--- src/rtl/lmsm_sequencer.sv ---
// Load/store-multiple sequencer: walks an 8-bit register mask from R0 to R7,
// issuing one req/ack memory transfer per set bit and writing loads back to the RF.
//
// state | meaning
// IDLE  | waiting for start; operands latched on start
// SCAN  | pick lowest remaining mask bit, read RF for stores
// REQ   | memory request held until mem_ack
// WRITE | one-cycle RF write of the loaded word
// DONE  | one-cycle done pulse, end_addr presented
module lmsm_sequencer #(
  parameter int DW        = 16,
  parameter int AW        = 16,
  parameter int ADDR_STEP = 1
) (
  input  logic          clk,
  input  logic          rst_n,
  input  logic          start,
  input  logic          is_store,
  input  logic [AW-1:0] base_addr,
  input  logic [7:0]    reg_mask,
  output logic          busy,
  output logic          done,
  output logic [AW-1:0] end_addr,
  output logic          mem_req,
  output logic          mem_we,
  output logic [AW-1:0] mem_addr,
  output logic [DW-1:0] mem_wdata,
  input  logic          mem_ack,
  input  logic [DW-1:0] mem_rdata,
  output logic [2:0]    rf_raddr,
  input  logic [DW-1:0] rf_rdata,
  output logic          rf_wen,
  output logic [2:0]    rf_waddr,
  output logic [DW-1:0] rf_wdata
);

  typedef enum logic [2:0] {IDLE, SCAN, REQ, WRITE, DONE} state_t;

  state_t        state, state_nxt;
  logic          is_store_r;
  logic [AW-1:0] cur_addr, end_addr_r, addr_inc;
  logic [7:0]    rem_mask;
  logic [2:0]    idx, low_idx;
  logic [DW-1:0] wdata_r, rdata_r;

  assign addr_inc = cur_addr + AW'(ADDR_STEP);

  // Priority encoder: lowest set bit wins, giving ascending register order.
  always_comb begin
    low_idx = 3'd0;
    for (int i = 7; i >= 0; i--) begin
      if (rem_mask[i]) low_idx = 3'(i);
    end
  end

  always_ff @(posedge clk) begin
    if (!rst_n) state <= IDLE;
    else        state <= state_nxt;
  end

  always_comb begin
    state_nxt = state;
    busy      = 1'b1;
    done      = 1'b0;
    end_addr  = end_addr_r;
    mem_req   = 1'b0;
    mem_we    = 1'b0;
    mem_addr  = '0;
    mem_wdata = '0;
    rf_raddr  = 3'd0;
    rf_wen    = 1'b0;
    rf_waddr  = 3'd0;
    rf_wdata  = '0;
    case (state)
      IDLE: begin
        busy = 1'b0;
        if (start) state_nxt = (reg_mask == 8'd0) ? DONE : SCAN;
      end
      SCAN: begin
        rf_raddr  = low_idx;
        state_nxt = REQ;
      end
      REQ: begin
        mem_req   = 1'b1;
        mem_we    = is_store_r;
        mem_addr  = cur_addr;
        mem_wdata = is_store_r ? wdata_r : '0;
        if (mem_ack) begin
          if (is_store_r) state_nxt = (rem_mask != 8'd0) ? SCAN : DONE;
          else            state_nxt = WRITE;
        end
      end
      WRITE: begin
        rf_wen    = 1'b1;
        rf_waddr  = idx;
        rf_wdata  = rdata_r;
        state_nxt = (rem_mask != 8'd0) ? SCAN : DONE;
      end
      DONE: begin
        done      = 1'b1;
        end_addr  = cur_addr;
        state_nxt = IDLE;
      end
      default: state_nxt = IDLE;
    endcase
  end

  always_ff @(posedge clk) begin
    if (!rst_n) begin
      is_store_r <= 1'b0;
      cur_addr   <= '0;
      end_addr_r <= '0;
      rem_mask   <= 8'd0;
      idx        <= 3'd0;
      wdata_r    <= '0;
      rdata_r    <= '0;
    end else begin
      case (state)
        IDLE: begin
          if (start) begin
            is_store_r <= is_store;
            cur_addr   <= base_addr;
            rem_mask   <= reg_mask;
          end
        end
        SCAN: begin
          idx      <= low_idx;
          rem_mask <= rem_mask & (rem_mask - 8'd1);
          if (is_store_r) wdata_r <= rf_rdata;
        end
        REQ: begin
          if (mem_ack) begin
            if (is_store_r) cur_addr <= addr_inc;
            else            rdata_r  <= mem_rdata;
          end
        end
        WRITE: cur_addr <= addr_inc;
        // end_addr stays visible after done until the next operation completes
        DONE:  end_addr_r <= cur_addr;
        default: ;
      endcase
    end
  end

endmodule

--- config.mk ---
export PLATFORM = sky130hd
export DESIGN_NAME = lmsm_sequencer
export DESIGN_NICKNAME = d
export VERILOG_FILES = /design/src/rtl/lmsm_sequencer.sv
export SDC_FILE = /design/constraint.sdc
export NUM_CORES = 1
export LEC_CHECK = 0
export ABC_AREA = 0
export BUFFER_PORTS_ARGS = -buffer_cell sky130_fd_sc_hd__buf_2
export CAP_MARGIN = 30
export CORE_AREA = 2 2 81 114
export CTS_BUF_LIST = sky130_fd_sc_hd__clkbuf_8
export CTS_CLUSTER_SIZE = 14
export DETAILED_ROUTE_END_ITERATION = 8
export DIE_AREA = 0 0 83 116
export PLACE_DENSITY_LB_ADDON = 0.2
export SKIP_CTS_REPAIR_TIMING = 1
export SYNTH_ARGS = -nofsm -noshare
export SYNTH_HDL_FRONTEND = slang
export SYNTH_SLANG_ARGS = --single-unit
--- constraint.sdc ---
create_clock -name clk -period 2 [get_ports clk]
set_clock_uncertainty 0.2 [all_clocks]
set_input_delay 0.2 -clock clk [delete_from_list [all_inputs] [get_ports clk]]
set_output_delay 0.2 -clock clk [all_outputs]
set_load 0.05 [all_outputs]
==> results.toml, run 1 <==
[die]
dieArea_um2 = 9630
dieWidth_um = 83
die-height_um = 116
ioPinCount = 136
fp.coreArea_um2 = 8560
start_util_pct = 45.8
rows = 40

[logic_synthesis]
yosys_warnings = 0
synthTopCellsByArea = "dfxtp_1, nand2_1, a21oi_1, and3_1, and2_1"
synthesis.nets = 555
synth_edf_count = 0
synth-async-reset-ratio_pct = 0
synth_cell_type_count = 58
ys.flop_type = "dfxtp_1"
synth.most_common_cell = "nand2_1"
syn_inst = 493
ys_ff_latch = 79
ys_seq_area_share_pct = 40.3
synthTopCellsByCount = "nand2_1, dfxtp_1, a21oi_1"
post_synth_instance_area_um2 = 3920
yosys.area.top_type = "dfxtp_1"
synth_top_area_share_pct = 40.3
syn_avg_cell_area_um2 = 7.95

[cells_and_area]
fin_util_pct = 71.6
area_growth_pct = 56.3
fin_cells = 810
drive_gt1_share_pct = 35.9
layout.nets = 762
num_antenna_cells = 0

[detailed_routing]
ant_nets = 0
post_drt_wl_per_cell_um = 15.4
drt-initial-drc-count = 236
route.detailed.drc = 0
wl_um = 12400
dr.pass1.iters = 4
routed_via_density = 5.39
num_vias = 4369

[place]
port-buffer-count = 135
dp.cells = 733
hpwl_um = 7900
gp_congestion = 0.892
place_ws_ns = -0.0218

[sta]
setup_slack_ns = -0.310
fin_crit_ns = 2.31
hold_violations = 3
period_share_pct = 116
final-setup-viol-count = 70
maxSlewViolCount = 0
hold_ws_ns = -0.0240
worst_pin_slew_ns = 0.520
rsz0062_at_grt = "true"
slew_headroom_pct = 65.1
timing.fmax_mhz = 433
setup_tns_ns = -9.88

[power_and_ir_drop]
power.internal_mw = 2.94
combPwrFrac_pct = 34.1
p_leak_nw = 2.73
seqPwrFrac_pct = 40.6
p_clk_share_pct = 25.3
power_switching_mw = 1.56
ir_drop_v = 0.000591
p_per_area_nw_per_um2 = 735
fin_total_pwr_mw = 4.50
p_sw_share_pct = 34.6

[setup_path]
cp_slowest_cell = "or3b_4"
cp_max_fo = 2
cp.arrival_ns = 1.91
crit_type = "reg2out"
start_kind = "flop"
max_stage_delay_ns = 0.37
crit_chain = "or3b_4 > or3_4 > nand2b_4 > a21oi_4 > buf_6"
end_kind = "output pin"
critPathRequiredTime_ns = 1.60
r2r_slack_ns = -0.02

[cts]
worstSkewPairLatency_ns = 0.35
clock_sinks = 79
cts_buffers = 9
clk_pin_slew_ns = 0.08
cts_max_level = 3
cts_tree = "yes"
clock_path_buffers = 2
clock-root-buffer = "clkbuf_8"

[grt]
grt_remaining_overflow = 0
grt_pass1_vias = 3814
grt_usage_pct = 22.3
grt_start_max_net_pins = 44
grt_pass1_wl_um = 17700
antenna_found_initial = 0

[run]
cap_violations = 0

[outcome]
violations = "hold timing, setup timing"
status = "complete, but fails checks"

[hold_path]
hp-class = "in2reg"
==> cells by family (layout without fill, tap and decap cells) <==
group / count (synthesis) / in the layout / share of synthesized area, %
mux: 17 / 17 / 4.85
fa+ha+maj: 1 / 1 / 0.319
compound gates: 110 / 110 / 16.7
simple gates: 244 / 244 / 32.7
flops: 79 / 79 / 40.3
buf+inv: 42 / 254 / 5.14
==> power by group through the flow <==
| stage | sequential, mW | combinational, mW | clock, mW |
|---|---|---|---|
| 2_1_floorplan | 1.84 | 0.885 | 0 |
| 3_3_place_gp | 1.85 | 1.27 | 0 |
| 3_5_place_dp | 1.86 | 1.29 | 0 |
| 4_1_cts | 1.82 | 1.29 | 1.18 |
| 5_1_grt | 1.85 | 1.66 | 1.23 |
| 6_report | 1.83 | 1.54 | 1.14 |
==> worst max-delay path: cells and delay by family, from the launching register on <==
family / cells / cell delay [ns]
flip-flops: 1 / 0.34
AND/OR/NAND/NOR: 3 / 0.88
buffers and inverters: 1 / 0.18
AO/OA/AOI/OAI: 1 / 0.15
==> registers in the layout, indices dropped and copies added (netlist names) <==
signal,count
rem_mask,8
idx,3
wdata_r,16
rdata_r,16
state,3
cur_addr,16
end_addr_r,16
is_store_r,1
==> layout by cell type, fill, tap and decap left out, drive strengths merged, types with 2 or more instances in the layout <==
| master | netlist | layout |
|---|---|---|
| dlygate4sd3 | 0 | 46 |
| a211oi | 2 | 2 |
| nand2 | 103 | 103 |
| or4 | 2 | 2 |
| o22ai | 4 | 4 |
| and2 | 36 | 36 |
| nor2b | 2 | 2 |
| nor3b | 7 | 7 |
| nor3 | 9 | 9 |
| o211ai | 5 | 5 |
| a21oi | 59 | 59 |
| dfxtp | 79 | 79 |
| o221ai | 2 | 2 |
| a22oi | 4 | 4 |
| nand2b | 4 | 4 |
| or3 | 3 | 3 |
| nand3 | 12 | 12 |
| a31oi | 2 | 2 |
| o21a | 2 | 2 |
| nor4 | 5 | 5 |
| nor2 | 19 | 19 |
| clkbuf | 21 | 11 |
| o21ai | 15 | 15 |
| mux2 | 16 | 16 |
| inv | 5 | 6 |
| a311oi | 2 | 2 |
| clkinv | 1 | 5 |
| and3 | 35 | 35 |
| o31a | 3 | 3 |
| nand4 | 3 | 3 |
| o31ai | 3 | 3 |
| buf | 15 | 184 |
==> metal layers <==
metal / vias to the layer above / share of wire [%] / global-route usage, %
li1: 2137 / - / -
met1: 2037 / 38 / 26.3
met2: 170 / 54 / 39.9
met3: 25 / 5.1 / 3.21
met4: 0 / 2.7 / 10.8
met5: - / 0 / 0
==> final timing paths <==
path | startpoint | to | cells past startpoint
hold reg to reg | wdata_r[0] | wdata_r[0] | 2
hold / removal | base_addr[8] | cur_addr[8] | 3
setup reg to reg | state[1] | rdata_r[1] | 10
setup / recovery | state[2] | rf_raddr[2] | 5
==> through the flow <==
| stage | hold WS, ns | instance area [µm²] |
|---|---|---|
| final | -0.0240 | 6130 |
| after global routing | 0.00165 | 6130 |
| after CTS | -0.141 | 5160 |
| after detailed placement | 0.242 | 4970 |
| after global placement | 0.237 | 4970 |
| after floorplan | 0.136 | 4020 |
==> final cells by class <==
class                           count  area (µm²)
Tap cell                          105         131
Multi-Input combinational cell    372        2260
Sequential cell                    79        1580
Timing Repair Buffer              232        1940
Clock inverter                      7        65.1
Clock buffer                        9         124
Fill cell                         654        2430
Inverter                            6        22.5
Power figures use the tool's default switching activity.
==> run 2: changes to the inputs <==
--- a/config.mk
+++ b/config.mk
@@ -6,14 +6,15 @@
 export NUM_CORES = 1
 export LEC_CHECK = 0
 export ABC_AREA = 0
-export BUFFER_PORTS_ARGS = -buffer_cell sky130_fd_sc_hd__buf_2
 export CAP_MARGIN = 30
-export CORE_AREA = 2 2 81 114
+export CORE_AREA = 2 2 72 102
 export CTS_BUF_LIST = sky130_fd_sc_hd__clkbuf_8
 export CTS_CLUSTER_SIZE = 14
 export DETAILED_ROUTE_END_ITERATION = 8
-export DIE_AREA = 0 0 83 116
-export PLACE_DENSITY_LB_ADDON = 0.2
+export DIE_AREA = 0 0 74 104
+export DONT_BUFFER_PORTS = 1
+export HOLD_SLACK_MARGIN = 0.02
+export PLACE_DENSITY_LB_ADDON = 0.05
 export SKIP_CTS_REPAIR_TIMING = 1
 export SYNTH_ARGS = -nofsm -noshare
 export SYNTH_HDL_FRONTEND = slang
==> results.toml, run 2 (synthesized netlist as in run 1, its figures left out) <==
[cts]
clk_pin_slew_ns = 0.08
cts_buffers = 9
clock_path_buffers = 2
clock_sinks = 79
cts_tree = "yes"
worstSkewPairLatency_ns = 0.38
clock-root-buffer = "clkbuf_8"
cts_max_level = 3

[detailed_routing]
ant_nets = 0
wl_um = 18800
drt-initial-drc-count = 906
dr.pass1.iters = 8
num_vias = 5103
route.detailed.drc = 0
post_drt_wl_per_cell_um = 25.4
routed_via_density = 6.89

[grt]
grt_pass1_vias = 4024
antenna_found_initial = 1
grt_remaining_overflow = 0
grt_pass1_wl_um = 18700
grt_usage_pct = 30.9
grt_start_max_net_pins = 45

[cells_and_area]
fin_cells = 741
layout.nets = 703
final_cell_mix = "nand2_1, dfxtp_1, buf_12"
fin_util_pct = 96.0
num_antenna_cells = 0
layout_commonest_cell = "nand2_1"
num-fill-cells = 150
area_growth_pct = 66.6
multi_input_comb_area_um2 = 2250
drive_gt1_share_pct = 28.6
regArea_um2 = 1590

[place]
dp.cells = 656
port-buffer-count = 0
gp_congestion = 0.910
hpwl_um = 8350

[setup_path]
start_kind = "flop"
critPathRequiredTime_ns = 1.60
cp_max_fo = 28
crit_type = "reg2out"
end_kind = "output pin"
cp.arrival_ns = 2.04

[die]
ioPinCount = 136
dieArea_um2 = 7700
dieWidth_um = 74
start_util_pct = 57.6
rows = 36
fp.coreArea_um2 = 6800
die-height_um = 104

[power_and_ir_drop]
fin_total_pwr_mw = 5.12
ir_drop_v = 0.000736
p_per_area_nw_per_um2 = 784
p_leak_nw = 2.65

[sta]
hold_violations = 0
period_share_pct = 122
rsz0062_at_grt = "true"
final-setup-viol-count = 121
fin_crit_ns = 2.44
timing.fmax_mhz = 410
maxSlewViolCount = 0
setup_slack_ns = -0.441
worst_pin_slew_ns = 0.577
slew_headroom_pct = 61.2

[hold_path]
hp-class = "in2reg"

[run]
cap_violations = 0

[outcome]
violations = "setup timing"
status = "complete, but fails checks"
-- run 2: worst paths after layout --
check	from	to	depth (start not counted)	slack, ns
setup / recovery	state[0]	mem_wdata[1]	6	-0.44
hold / removal	base_addr[0]	cur_addr[0]	3	0.03
setup reg to reg	state[0]	rdata_r[11]	9	-0.28
hold reg to reg	rdata_r[15]	rdata_r[15]	2	0.27
-- run 2: area by class of cell --
type	instances	share of cell area, %
Multi-Input combinational cell	372	34.5
Clock inverter	6	1.65
Tap cell	95	1.82
Inverter	6	0.345
Clock buffer	10	2.11
Timing Repair Buffer	173	35.3
Sequential cell	79	24.3
-- run 2: worst max-delay path: stages (launching register included) --
cell     delay, ns
dfxtp_2       0.33
buf_4         0.23
nor3b_4       0.30
buf_4         0.22
buf_6         0.15
and3_1        0.25
buf_12        0.16
-- run 2: report_power, final --
group	leakage [nW]	total [mW]	switching (mW)	internal [mW]
sequential	0.643	1.86	0.151	1.70
combinational	1.88	1.75	1.07	0.683
clock	0.122	1.51	0.649	0.859
total	2.65	5.12	1.87	3.25
-- run 2: layer usage --
layer	vias up	wire, µm	GRT usage (%)
li1	2013	-	-
met1	2368	5780	32.2
met2	546	9170	55.5
met3	176	2190	7.46
met4	0	1700	14.7
met5	-	0	0
-- run 2: stage by stage --
stage                     instance area, µm²  setup WS (ns)  hold slack [ns]  setup TNS, ns
after global routing                    6530         -0.460           0.0475         -29.02
final                                   6530         -0.441           0.0349         -26.28
after CTS                               5780         -0.315           -0.250         -14.88
after floorplan                         4020        -0.0759            0.136         -0.143
after detailed placement                5530         0.0604            0.130              0
after global placement                  5530         0.0945            0.122              0
==> run 3: changes to the inputs <==
--- a/config.mk
+++ b/config.mk
@@ -5,13 +5,13 @@
 export SDC_FILE = /design/constraint.sdc
 export NUM_CORES = 1
 export LEC_CHECK = 0
-export ABC_AREA = 0
+export ABC_AREA = 1
 export CAP_MARGIN = 30
-export CORE_AREA = 2 2 72 102
+export CORE_AREA = 2 2 73 103
 export CTS_BUF_LIST = sky130_fd_sc_hd__clkbuf_8
 export CTS_CLUSTER_SIZE = 14
 export DETAILED_ROUTE_END_ITERATION = 8
-export DIE_AREA = 0 0 74 104
+export DIE_AREA = 0 0 75 105
 export DONT_BUFFER_PORTS = 1
 export HOLD_SLACK_MARGIN = 0.02
 export PLACE_DENSITY_LB_ADDON = 0.05
==> results.toml, run 3 <==
[cells_and_area]
layout.nets = 829
area_growth_pct = 51.6
drive_gt1_share_pct = 25.4
num_antenna_cells = 0
num-fill-cells = 371
final_cell_mix = "nor2_1, nand2_1, dfxtp_1"
fin_cells = 867
layout_commonest_cell = "nor2_1"

[power_and_ir_drop]
p_clk_share_pct = 26.0
ir_drop_v = 0.000564
power.internal_mw = 3.13
seqPwrFrac_pct = 40.1
fin_total_pwr_mw = 5.13
p_per_area_nw_per_um2 = 848
p_sw_share_pct = 39.1
p_leak_nw = 2.61
combPwrFrac_pct = 33.9
power_switching_mw = 2.01

[outcome]
status = "complete, but fails checks"
violations = "hold timing, setup timing"

[grt]
grt_pass1_vias = 3877
use_met3_pct = 5.21
gr-max-usage-layer = "met2"
grt_pass1_wl_um = 16800
use_met2_pct = 45.6
grt_remaining_overflow = 0
use_met1_pct = 30.8
antenna_found_initial = 0
grt_start_max_net_pins = 45
grt_usage_pct = 27.2

[logic_synthesis]
synthTopCellsByArea = "dfxtp_1, nor2_1, nand2_1, o21ai_0, inv_1"
synth_edf_count = 0
yosys_warnings = 0
syn_inst = 634
synth_top_area_share_pct = 39.6
synth_cell_type_count = 31
yosys.area.top_type = "dfxtp_1"
synth.most_common_cell = "nor2_1"
ys_seq_area_share_pct = 39.6
ys.flop_type = "dfxtp_1"
synth-async-reset-ratio_pct = 0
synthesis.nets = 696
post_synth_instance_area_um2 = 3990
syn_avg_cell_area_um2 = 6.29
ys_ff_latch = 79
synthTopCellsByCount = "nor2_1, nand2_1, dfxtp_1"

[setup_path]
r2r_slack_ns = -0.05
ff2ff_path_depth = 9
crit_type = "reg2out"
cp-endpoint = "end_addr[0]"
cp_slowest_cell = "dfxtp_4"
end_kind = "output pin"
cp_common_cell = "buf_12"
startpoint = "state[0]"
r2r-end = "cur_addr[12]"
cp_max_fo = 4
start_kind = "flop"
crit_chain = "nor2_4 > nand2_4 > buf_12 > clkinvlp_4 > or2_4 > o21ai_4 > inv_2 > buf_12"
r2r_start = "state[0]"
cp.arrival_ns = 1.71
critPathRequiredTime_ns = 1.60
max_stage_delay_ns = 0.38

[detailed_routing]
dr.pass1.iters = 6
routed_via_density = 5.46
route.detailed.drc = 0
post_drt_wl_per_cell_um = 15.6
ant_nets = 0
drt-initial-drc-count = 497
wl_um = 13600
num_vias = 4736

[cts]
clock-root-buffer = "clkbuf_8"
cts_max_level = 3
clock_path_buffers = 2
clk_pin_slew_ns = 0.08
cts_tree = "yes"
cts_buffers = 9
worstSkewPairLatency_ns = 0.37
clock_sinks = 79

[die]
start_util_pct = 57.9
dieWidth_um = 75
fp.coreArea_um2 = 6890
rows = 36
dieArea_um2 = 7880
ioPinCount = 136
die-height_um = 105

[sta]
hold_violations = 1
slew_headroom_pct = 64.6
maxSlewViolCount = 0
timing.fmax_mhz = 473
final-setup-viol-count = 26
setup_slack_ns = -0.112
fin_crit_ns = 2.11
period_share_pct = 106
hold_ws_ns = -0.0160
rsz0062_at_grt = "true"
worst_pin_slew_ns = 0.531

[run]
cap_violations = 0

[place]
port-buffer-count = 0
dp.cells = 780
gp_congestion = 0.868
hpwl_um = 7420

[hold_path]
hp-class = "in2reg"
[run 3: how the worst min path moves through the flow]
stage,startpoint,endpoint,depth (start not counted)
after global placement,rst_n,cur_addr[3],2
after CTS,rst_n,cur_addr[6],2
final,base_addr[6],cur_addr[6],5
after global routing,base_addr[6],cur_addr[6],5
after detailed placement,rst_n,cur_addr[5],2
after floorplan,rf_rdata[10],wdata_r[10],2
[run 3: critical path: cells and delay by family, from the launching register on]
kind / cells / cell delay (ns)
buffers and inverters: 4 / 0.46
AND/OR/NAND/NOR: 3 / 0.44
flip-flops: 1 / 0.38
AO/OA/AOI/OAI: 1 / 0.07
[run 3: layer usage]
metal	part of all wire [%]	wire length [µm]
met5	0	0
met1	37	5020
met3	7.0	944
met2	52	7030
met4	4.2	564
[run 3: power by group through the flow]
stage	logic (mW)	clock network, mW	registers [mW]
finish	1.74	1.33	2.06
global route	1.91	1.41	2.08
global placement	1.37	0	2.01
CTS	1.42	1.34	1.98
detailed placement	1.41	0	2.01
floorplan	1.13	0	1.94
[run 3: cells by family after synthesis]
logic type,share of synthesized area (%)
simple gates,33.5
buf+inv,10.8
compound gates,15.6
fa+ha+maj,0.314
flops,39.6
xor+xnor,0.220
[run 3: metrics by stage]
stage | setup TNS [ns] | setup WS, ns | hold WS (ns) | utilization [%] | instance area [µm²]
finish | -1.18 | -0.112 | -0.0160 | 87.8 | 6050
global route | -3.48 | -0.166 | 0.0295 | 87.8 | 6050
CTS | -7.37 | -0.406 | -0.260 | 70.9 | 4880
detailed placement | 0 | 0.0281 | 0.136 | 67.6 | 4660
global placement | 0 | 0.185 | 0.131 | 67.6 | 4660
floorplan | -0.678 | -0.0678 | 0.135 | - | 3990
[run 3: layout make-up]
cell class                      count  area (µm²)  share of cell area [%]
Timing Repair inverter              2        15.0                   0.248
Sequential cell                    79        1590                    26.3
Multi-Input combinational cell    446        2270                    37.4
Timing Repair Buffer              146        1500                    24.8
Clock inverter                      6        83.8                    1.39
Clock buffer                       10         138                    2.27
Inverter                           83         340                    5.62
Tap cell                           95         119                    1.96
